==> config.mk <==
export PLATFORM = sky130hd
export DESIGN_NAME = periph_buttons
export DESIGN_NICKNAME = d
export VERILOG_FILES = /design/src/rtl/periph_buttons.sv
export SDC_FILE = /design/constraint.sdc
export NUM_CORES = 1
export LEC_CHECK = 0
export ABC_AREA = 1
export CAP_MARGIN = 20
export CORE_AREA = 2 2 116 95
export CTS_CLUSTER_SIZE = 40
export DETAILED_ROUTE_END_ITERATION = 8
export DIE_AREA = 0 0 118 97
export GPL_ROUTABILITY_DRIVEN = 0
export GPL_TIMING_DRIVEN = 1
export MAX_ROUTING_LAYER = met4
export PLACE_DENSITY_LB_ADDON = 0.3
export SLEW_MARGIN = 40
export SYNTH_ARGS = -nofsm -noshare
export SYNTH_HDL_FRONTEND = slang
export SYNTH_SLANG_ARGS = --single-unit
==> constraint.sdc <==
create_clock -name g_clk -period 5.3 [get_ports g_clk]
set_clock_uncertainty 0.05 [all_clocks]
set_input_delay 1.06 -clock g_clk [delete_from_list [all_inputs] [get_ports g_clk]]
set_output_delay 1.06 -clock g_clk [all_outputs]
set_load 0.05 [all_outputs]
==> src/rtl/periph_buttons.sv <==
// rtl/periph_buttons.sv - debounced button input peripheral on the iobus
//
// Purpose:
//   Synchronises and debounces eight raw button inputs, latches press events
//   into sticky write-1-to-clear flags, counts presses, and answers CPU
//   load/store accesses with a one-cycle registered ready pulse.
//
// Register map (word index = cpu_addr[3:2], zero-extended to 32 bits):
//   0 STATE  : debounced levels, read-only
//   1 EVENTS : sticky press flags, write 1 to clear
//   2 MASK   : per-button press enable, read/write [7:0], resets to 8'hFF
//   3 COUNT  : press counter (wraps), any write clears
//
// Ports:
//   g_clk      in   system clock, rising edge
//   g_rst      in   synchronous active-high reset
//   g_buttons  in   [7:0] raw asynchronous button levels, 1 = pressed
//   sel        in   iobus decode for this peripheral
//   cpu_addr   in   [3:0] byte offset, bits [3:2] select the register
//   cpu_read   in   read request, held until cpu_ready
//   cpu_write  in   write request, held until cpu_ready
//   cpu_wdata  in   [31:0] write data
//   cpu_rdata  out  [31:0] read data, valid while cpu_ready=1, else 0
//   cpu_ready  out  one-cycle access-complete pulse
//   irq        out  registered |EVENTS (only with PERIPH_BUTTONS_IRQ_EN)
//
// Build option:
//   PERIPH_BUTTONS_IRQ_EN - adds the irq output and its register.

module periph_buttons #(
    parameter int DEBOUNCE_CYCLES = 4,
    parameter int CNT_W           = 8
) (
    input  logic        g_clk,
    input  logic        g_rst,
    input  logic [7:0]  g_buttons,
    input  logic        sel,
    input  logic [3:0]  cpu_addr,
    input  logic        cpu_read,
    input  logic        cpu_write,
    input  logic [31:0] cpu_wdata,
    output logic [31:0] cpu_rdata,
    output logic        cpu_ready
`ifdef PERIPH_BUTTONS_IRQ_EN
    ,
    output logic        irq
`endif
);

    localparam logic [CNT_W-1:0] CNT_LAST = CNT_W'(DEBOUNCE_CYCLES - 1);
    localparam logic [CNT_W-1:0] CNT_ONE  = CNT_W'(1);

    localparam logic [1:0] REG_STATE  = 2'd0;
    localparam logic [1:0] REG_EVENTS = 2'd1;
    localparam logic [1:0] REG_MASK   = 2'd2;
    localparam logic [1:0] REG_COUNT  = 2'd3;

    typedef enum logic {
        IDLE = 1'b0,
        ACK  = 1'b1
    } hs_state_t;

    // ------------------------------------------------------------------
    // Storage
    // ------------------------------------------------------------------
    logic [7:0]       sync1;
    logic [7:0]       sync2;
    logic [7:0]       btn_state;
    logic [CNT_W-1:0] deb_cnt [8];
    logic [7:0]       events;
    logic [7:0]       mask;
    logic [7:0]       count;
    logic [31:0]      rdata_q;
    hs_state_t        hs_state;
    hs_state_t        hs_next;

    // ------------------------------------------------------------------
    // Next-state values
    // ------------------------------------------------------------------
    logic [7:0]       btn_state_next;
    logic [CNT_W-1:0] deb_cnt_next [8];
    logic [7:0]       rise;
    logic [7:0]       press;
    logic [7:0]       press_cnt;
    logic [7:0]       events_next;
    logic [7:0]       mask_next;
    logic [7:0]       count_next;
    logic [7:0]       w1c_bits;
    logic             access;
    logic             wr_en;
    logic [1:0]       word;
    logic [7:0]       rd_val;

    // Address bits [1:0] and the upper write-data bits carry no meaning here.
    logic unused_bits;
    assign unused_bits = ^{cpu_addr[1:0], cpu_wdata[31:8]};

    // A new access is only accepted from IDLE, so a request still held
    // during the ACK cycle waits one cycle and yields a pulse every 2 cycles.
    assign access = (hs_state == IDLE) && sel && (cpu_read || cpu_write);
    // Read and write together is a write; the read data still shows the
    // pre-write value because rdata is captured from current registers.
    assign wr_en  = access && cpu_write;
    assign word   = cpu_addr[3:2];

    // Debounce: a differing sample must persist for DEBOUNCE_CYCLES
    // consecutive cycles; any agreeing sample restarts the count.
    always_comb begin
        btn_state_next = btn_state;
        for (int i = 0; i < 8; i++) begin
            deb_cnt_next[i] = '0;
            if (sync2[i] != btn_state[i]) begin
                if (deb_cnt[i] == CNT_LAST) begin
                    btn_state_next[i] = sync2[i];
                    deb_cnt_next[i]   = '0;
                end else begin
                    deb_cnt_next[i] = deb_cnt[i] + CNT_ONE;
                end
            end
        end
    end

    // Press events are taken on the same edge STATE rises, gated by the
    // current MASK, so a MASK write only affects edges from the next cycle.
    assign rise  = btn_state_next & ~btn_state;
    assign press = rise & mask;

    always_comb begin
        press_cnt = 8'd0;
        for (int i = 0; i < 8; i++) begin
            press_cnt = press_cnt + {7'd0, press[i]};
        end
    end

    // Register write side effects. Setting an event beats clearing it,
    // and a COUNT clear is applied before adding this cycle's presses.
    always_comb begin
        w1c_bits    = (wr_en && word == REG_EVENTS) ? cpu_wdata[7:0] : 8'd0;
        events_next = (events & ~w1c_bits) | press;
        mask_next   = (wr_en && word == REG_MASK) ? cpu_wdata[7:0] : mask;
        count_next  = ((wr_en && word == REG_COUNT) ? 8'd0 : count) + press_cnt;
    end

    always_comb begin
        rd_val = 8'd0;
        case (word)
            REG_STATE:  rd_val = btn_state;
            REG_EVENTS: rd_val = events;
            REG_MASK:   rd_val = mask;
            REG_COUNT:  rd_val = count;
            default:    rd_val = 8'd0;
        endcase
    end

    // ------------------------------------------------------------------
    // Input path and register state
    // ------------------------------------------------------------------
    always_ff @(posedge g_clk) begin
        if (g_rst) begin
            sync1     <= 8'd0;
            sync2     <= 8'd0;
            btn_state <= 8'd0;
            events    <= 8'd0;
            mask      <= 8'hFF;
            count     <= 8'd0;
            for (int i = 0; i < 8; i++) begin
                deb_cnt[i] <= '0;
            end
        end else begin
            sync1     <= g_buttons;
            sync2     <= sync1;
            btn_state <= btn_state_next;
            events    <= events_next;
            mask      <= mask_next;
            count     <= count_next;
            for (int i = 0; i < 8; i++) begin
                deb_cnt[i] <= deb_cnt_next[i];
            end
        end
    end

    // Read data is captured at the accepting edge from the pre-write value.
    always_ff @(posedge g_clk) begin
        if (g_rst) begin
            rdata_q <= 32'd0;
        end else if (access) begin
            rdata_q <= {24'd0, rd_val};
        end
    end

    // ------------------------------------------------------------------
    // Handshake FSM
    // ------------------------------------------------------------------
    always_ff @(posedge g_clk) begin
        if (g_rst) begin
            hs_state <= IDLE;
        end else begin
            hs_state <= hs_next;
        end
    end

    always_comb begin
        hs_next = hs_state;
        case (hs_state)
            IDLE:    hs_next = access ? ACK : IDLE;
            ACK:     hs_next = IDLE;
            default: hs_next = IDLE;
        endcase
    end

    // Outputs are zero outside ACK so iobus peripherals can be OR-combined.
    always_comb begin
        cpu_ready = 1'b0;
        cpu_rdata = 32'd0;
        if (hs_state == ACK) begin
            cpu_ready = 1'b1;
            cpu_rdata = rdata_q;
        end
    end

`ifdef PERIPH_BUTTONS_IRQ_EN
    always_ff @(posedge g_clk) begin
        if (g_rst) begin
            irq <= 1'b0;
        end else begin
            irq <= |events;
        end
    end
`endif

endmodule

* Yosys cells after proc, flatten, opt, wreduce, memory -nomap -nowiden *
Memory sizes are Yosys's and may differ from the RTL's.
Index checks and enable logic that the tools add are counted.

word-level totals
  register bits = 57
  bits in writable memories = 64
  input port bits = 49
  output and inout port bits = 33
  word-level logic and storage cells = 117
  memories = 1

operators by class
  $add $sub $neg = 16
  eq/ne operators = 19
  mux-type cells = 50
  bitwise logic cells = 15
  reductions and logical operators = 8

memories
  name     words  bits a word  read ports  clocked after Yosys merged registers in  wr ports  RTL line  RTL
  deb_cnt  8      8            8           0                                        8         69        logic [CNT_W-1:0] deb_cnt [8];

operators with widths
  kind                                                 number
  2-to-1 mux 8 bit                                     27
  adder 8 x 1 -> 8 bit, second input constant          8
  equality test 8 x 2 -> 1 bit, second input constant  8
  case mux 8 bit (4 select lines)                      1
  bitwise AND 8 bit                                    3
  2-to-1 mux 1 bit                                     21
  NOT 8 bit                                            2
  adder 7 x 1 -> 8 bit                                 1
  adder 8 bit                                          1
  != test 1 bit                                        8
  bitwise OR 1 bit                                     8
  bitwise OR 8 bit                                     1
  adder 6 x 1 -> 7 bit                                 1
  adder 5 x 1 -> 6 bit                                 1
  logical AND 1 bit                                    6
  adder 4 x 1 -> 5 bit                                 1
  adder 3 x 1 -> 4 bit                                 1
  equality test 2 bit, second input constant           2
  adder 2 x 1 -> 3 bit                                 1
  adder 1 x 1 -> 2 bit                                 1
  equality test 2 x 1 -> 1 bit, second input constant  1
  zero test 2 bit                                      1
  case mux 1 bit (2 select lines)                      1
  logical OR 1 bit                                     1
  NOT 1 bit                                            1

* Longest topological paths before layout *
An unclocked memory read counts as a cell.

  word-level depth = 14
  gate-level depth with buffers = 19
  mapped depth without buffers = 19

* Worst setup path after synthesis *
No wires, ideal clock.

  path kind = register to register
  start point = memory deb_cnt[0][0]
  end point = register count[4]
  setup time = 119 ps
  data arrival time = 3921 ps
  data required time = 5131 ps
  setup slack = 1210 ps
  stages on the path, launching flop included = 16
  path buffers = 0
  period minus slack after synthesis = 4090 ps
  cell sequence = dfxtp_1 -> ha_1 -> nand3_1 -> nor2_1 -> nand3_1 -> fa_1 -> fa_1 -> inv_1 -> fa_1 -> inv_1 -> fa_1 -> fa_1 -> o21ai_0 -> inv_1 -> o21ai_0 -> a21oi_1

RTL lines
  item                    RTL line  RTL
  start: declaration      69
  end signal: assignment  175       count <= count_next;
  end: declaration        72        logic [7:0] count;

* Worst setup path after layout *
  start point = input port cpu_addr[3]
  end point = register count[4]

between the ends
  longest elaborated chain between the ends = 4

RTL lines
  item                 RTL line  RTL
  start: declaration   38        input logic [3:0] cpu_addr,
  equality test 2 bit  141       count_next = ((wr_en && word == REG_COUNT) ? 8'd0 : count) + press_cnt;
  logical AND 1 bit    141
  2-to-1 mux 8 bit     141
  adder 8 bit          141

No other way between the ends.
A chain may end at the register's enable or synchronous reset.

==> results.ini <==
[run_status]
outcome = finished, final reports clean

[critical_path]
end_kind = register
crit_type = in -> reg
crit_arrival_ps = 4760
start_kind = input pin
cp.required_ps = 5550
rrSetupSlack_ps = 880
cp_slowest_stage_delay_ps = 520
crit_path_max_fanout = 8
cpMaxStageDelayCell = fa_1
crit_chain = clkdlybuf4s50_1, nand2_2, inv_2, nand3_2, nand2_1, fa_1, inv_1, fa_1, inv_1, fa_1, fa_1, o21ai_0, inv_1, o21ai_0, a21oi_1
cp_common_cell = fa_1

[sta]
timing.slew.headroom = 0.560
finalMaxSlewViolations = 0
finalWorstSetupSlack_ps = 795
rsz0062_at_grt = no
finalHoldViolCount = 0
tightest_slew_ps = 659
min_period_ps = 4510
fin_tns_setup_ps = 0
whs_ps = 352
fin_crit_sh = 0.850
setup_viol = 0
fmax_mhz = 222

[power]
p_per_area_nw_per_um2 = 338
p_sw_mw = 0.496
ir_drop_v = 0.000244
p_leak_nw = 2.74
intPower_mw = 1.65
seqPwrFrac = 0.437
pwr-share-comb = 0.058
p_clk_frac = 0.505
power_switching_share = 0.232

[global_routing]
grt_antenna_before_repair = 0
grt_pass1_wl_um = 18700
grt_pass1_vias = 4269
grt_remaining_overflow = 0
grt_max_degree = 47
grt_use_total = 0.210

[placement]
place_inst = 874
dp_slack_ps = 355
port_buffers = 31
hpwl_um = 7560

[final_layout]
fin_util = 0.622
stdcell_count = 905
layout.nets = 821
n_antenna_cell = 0
area_growth_pct = 16.9
drive_above_1_share = 0.0627

[cts]
clk_pin_slew_worst_paths_ps = 50
cts_tree = built
cts_setup_buffers = 0
hold_buffers = 0
cts_buffers = 17
h-tree-depth = 4
clock-sinks = 121
cts-resized-gates = 0
clkLatencyLatePin_ps = 420
cts_root_buf = clkbuf_16
cts_buffer_depth = 2

[floorplan]
dieArea_um2 = 11400
dieHeight_um = 97
die_w_um = 118
initial_core_util = 0.532
core_um2 = 10200
rows = 33
ioPinCount = 82

[synth]
ys_ff_latch = 121
synth-main-ff-cell = dfxtp_1
synth_cell_types = 37
avgSynthCellArea_um2 = 7.63
syn_inst = 711
synth.yosys.seq_area_share = 0.446
synth_area_um2 = 5430
synth_async_sr_flop_share = 0
synth_edf_count = 0
yosys_warnings = 0

[route]
final_antenna_net_count = 0
vias = 4520
viasPerCell = 4.99
drc = 0
firstDrtPassIters = 4
first_iter_violations = 281
wire_per_inst_um = 12.1
postRouteWirelength_um = 10900

[hold_path]
min_path_type = reg -> reg

[flow_run]
cap_violations = 0

==> registers in the layout, summed over array words and instances (netlist names) <==
register / cells
deb_cnt: 64
btn_state: 8
count: 8
events: 8
mask: 8
rdata_q: 8
sync1: 8
sync2: 8
hs_state: 1
==> critical path: cells and delay by family <==
kind | cells | cell delay (ps)
AOI/OAI and AO/OA | 3 | 550
adders and majority gates | 4 | 1890
buffers and inverters | 5 | 780
and+or+nand+nor | 3 | 460
==> power groups by stage <==
stage / combinational (mW) / clock, mW / sequential, mW
after global routing: 0.134 / 1.14 / 0.937
after detailed placement: 0.123 / 0 / 0.954
after CTS: 0.124 / 1.10 / 0.935
final: 0.124 / 1.08 / 0.936
after global placement: 0.121 / 0 / 0.954
after floorplan: 0.102 / 0 / 0.952
==> cells in the mapped netlist, types with 8 or more instances <==
library cell / instances / share of area
a21oi_1: 69 / 0.064
buf_4: 26 / 0.036
dfxtp_1: 121 / 0.45
ha_1: 14 / 0.032
inv_1: 122 / 0.084
nand2_1: 68 / 0.047
nand3_1: 32 / 0.030
nand4_1: 14 / 0.016
nor2_1: 110 / 0.076
nor3_1: 17 / 0.016
nor3b_1: 8 / 0.011
o21ai_0: 40 / 0.037
xor2_1: 14 / 0.023
==> stage by stage <==
stage	power [mW]	area, µm²
global placement	1.08	5780
detailed placement	1.08	5780
CTS	2.16	6340
finish	2.14	6340
floorplan	1.05	5510
global route	2.21	6340
==> placed cells by master (no fill, tap or decap), types with 2 or more instances in the layout <==
cell type        instances
inv_1                  122
dfxtp_1                121
nor2_1                 110
a21oi_1                 69
nand2_1                 68
o21ai_0                 40
nand3_1                 32
clkdlybuf4s50_1         30
conb_1                  24
nor3_1                  17
clkbuf_16               17
nand4_1                 14
xor2_1                  14
ha_1                    14
nor3b_1                  8
a211oi_1                 6
o22ai_1                  6
fa_1                     5
clkinv_2                 5
nand2_2                  4
nor2_2                   4
xnor2_1                  4
clkbuf_8                 4
inv_2                    3
nor2_4                   2
nand3_2                  2
a31oi_1                  2
clkbuf_1                 2
clkinvlp_4               2
==> per-layer routing <==
| metal | GRT usage | part of all wire | wire (µm) | vias up |
|---|---|---|---|---|
| li1 | - | - | - | 2319 |
| met1 | 0.250 | 0.46 | 5020 | 2066 |
| met2 | 0.330 | 0.46 | 5020 | 116 |
| met3 | 0.0643 | 0.063 | 687 | 19 |
| met4 | 0.0908 | 0.017 | 187 | 0 |
| met5 | - | 0 | 0 | - |
==> logic make-up after synthesis <==
kind of cell	Yosys count	share of synthesized area
compound gates	129	0.126
xor+xnor	18	0.0291
fa+ha+maj	19	0.0507
buf+inv	157	0.127
flops	121	0.446
other cells	1	0.000691
simple gates	266	0.220
==> worst paths after layout <==
check	cells after the start	end	start
worst max-delay path	15	count[4]$_SDFF_PP0_	cpu_addr[3]
worst min-delay path	2	sync2[5]$_SDFF_PP0_	sync1[5]$_SDFF_PP0_
worst max register to register	15	count[4]$_SDFF_PP0_	deb_cnt[0][0]$_SDFF_PP0_
worst min register to register	2	sync2[5]$_SDFF_PP0_	sync1[5]$_SDFF_PP0_
==> area by class of cell <==
class,count,area [µm²]
clock buffers,23,488
clock inverters,8,70.1
fillers,886,3860
inverters,125,469
multi-input cells,456,2400
flip-flops and latches,121,2420
well taps,140,175
repair buffers,32,313
Power figures use the tool's default switching activity.
==> patch, RTL diff (same flow settings) <==
The option `PERIPH_BUTTONS_IRQ_EN` is turned on by a define.
--- a/src/rtl/periph_buttons.sv
+++ b/src/rtl/periph_buttons.sv
@@ -27,4 +27,6 @@
 // Build option:
 //   PERIPH_BUTTONS_IRQ_EN - adds the irq output and its register.
+
+`define PERIPH_BUTTONS_IRQ_EN
 
 module periph_buttons #(
Function (old outputs only; new: irq): no difference found for any inputs over 4 cycles, from zero or initial values and one cycle with g_rst high; that may be too few to reach the edited logic, so the function may still have changed.
==> patch against the unedited design <==
Total power grew 5.1%; largest power group unchanged; synthesized area grew 2.1%; sequential cell count grew 1; maximum frequency shrank 0.75%; critical path type unchanged; wire length grew 2.7%; count of clock-buffer cells in the layout shrank 2; worst setup slack lost 34 ps; design area grew 2.6%.
==> patch: results (changes against the unedited design) <==
Global routing
  – First-pass GRT wire length: 19100 um (+1.7%)
  – All-layer global routing usage: 20.9% (-0.088 points)
  – Antenna violations before repair: 0 (unchanged)
  – Largest net degree at the start of global routing: 53 (+13%)
  – Vias in the first global route: 4351 (+1.9%)

Clock network
  – CTS Buf Count: 17 (unchanged)
  – # H-tree levels: 4 (unchanged)
  – Clk buf depth: 2 (unchanged)
  – Clock Tree Root: clkbuf_16
  – Clock latency on the worst-skew pair: 410 ps
  – Post-CTS resize count: 0 (unchanged)
  – Buffer count from post-CTS setup fixing: 0 (unchanged)

Cells and area
  – Layout cell share with drive strength beyond 1: 6.50% (+0.22 points)
  – Nets: 840 (+2.3%)
  – Max reg flops: 64 (unchanged)
  – Reg with most FFs: deb_cnt
  – Fin cells: 925 (+2.2%)
  – Fill cell count: 890 (+0.45%)

Placed design
  – Worst slack at placement: 376 ps (+21.1 ps)
  – IO buf count: 32 (+3.2%)
  – Dpl cells: 893 (+2.2%)
  – Dpl cell area: 0.00589 mm2 (+1.9%)
  – Dpl hpwl: 7880 um (+4.3%)

Logic synthesis
  – Main synth FF type: dfxtp_1
  – Synth cell types: 38 (+2.7%)
  – Synth Area in Compound Gates: 11.1% (-1.5 points)
  – Main area contributors after synthesis: dfxtp_1 (44%), inv_1 (8.5%), nor2_1 (7.9%)
  – Adder-Cell Fraction of Synth Area: 4.97% (-0.10 points)
  – Seq/Total Area, Yosys: 44.1% (-0.55 points)
  – Mapped Avg Cell Area: 7.58 um2 (-0.72%)
  – Top cells by instance count after synthesis: inv_1 (126), dfxtp_1 (122), nor2_1 (116), nand2_1 (77), a21oi_1 (56)
  – Post-synthesis mux area share: 0% (unchanged)
  – Post-synthesis xor/xnor area fraction: 2.85% (-0.059 points)

Worst setup path
  – Critical Path Slowest Stage Cell: fa_1
  – CP top delay family: adder cells
  – CP peak stage delay: 550 ps (+30 ps)
  – Largest fanout on the critical path: 7 (-1)
  – CP Data Arrival Time: 4790 ps (+30 ps)
  – R2r setup slk: 880 ps (about the same)

Routing
  – Vias/cell: 5.04 (+0.87%)
  – ANT nets after route: 0 (unchanged)
  – Final wirelength: 11200 um (+2.7%)
  – Iteration-0 DRC Markers: 243 (-14%)
  – Initial DRT Pass Iterations: 6 (+2)

Run status
  – Outcome: finished clean

Power
  – Max IR drop VDD: 0.000248 V (+1.8%)
  – Pleak: 2.82 nW (+2.9%)

STA
  – Worst-margin pin slew: 567 ps (-91.6 ps)
  – Worst hold slack: 351 ps (-1.27 ps)

Hold path
  – Hold Crit Class: reg2reg
[patch: changes by cell type after synthesis, moves of 6 or more]
cell and delta:
nor2_1 +6, o21ai_1 +14, nand2_1 +9, o21ai_0 -17, a21oi_1 -13, nand3_1 +9
[patch: final cells by class]
type	count	area (um2)	area share, %
Inverter	131	492	7.56
Multi-Input combinational cell	467	2460	37.8
Timing Repair Buffer	33	323	4.96
Tap cell	140	175	2.69
Clock buffer	21	470	7.23
Clock inverter	11	144	2.21
Sequential cell	122	2440	37.5
[patch: cells by family (layout without fill, tap and decap cells)]
logic type,Yosys count,in the layout
xor+xnor,18,18
compound gates,115,115
fa+ha+maj,19,19
buf+inv,165,196
simple gates,291,291
flops,122,122
other cells,1,24
[patch: path summary, 6_finish.rpt]
check             cells past startpoint           from       end
setup / recovery                     15    cpu_addr[3]  count[4]
hold reg to reg                       2       sync1[7]  sync2[7]
hold / removal                        2       sync1[7]  sync2[7]
setup reg to reg                     15  deb_cnt[0][8]  count[4]
[patch: worst reg2reg max path: stages (launching register included)]
cell and delay [ps]:
dfxtp_1 370, ha_1 210, nand4_1 190, inv_1 90, nand4_1 160, fa_1 520
fa_1 540, inv_1 50, fa_1 550, inv_1 80, fa_1 470, fa_1 410
o21ai_0 300, inv_1 100, o21ai_0 150, a21oi_1 50
[patch: per-layer routing]
metal | up-vias | GRT usage, % | part of all wire [%]
met4 | 0 | 7.04 | 1.6
met1 | 2150 | 24.3 | 46
li1 | 2379 | - | -
met2 | 107 | 35.0 | 48
met5 | - | - | 0
met3 | 24 | 5.72 | 4.7
[patch: power by group]
part           internal, mW  switching (mW)
registers             0.933         0.00999
logic                0.0351          0.0925
clock network         0.774           0.406
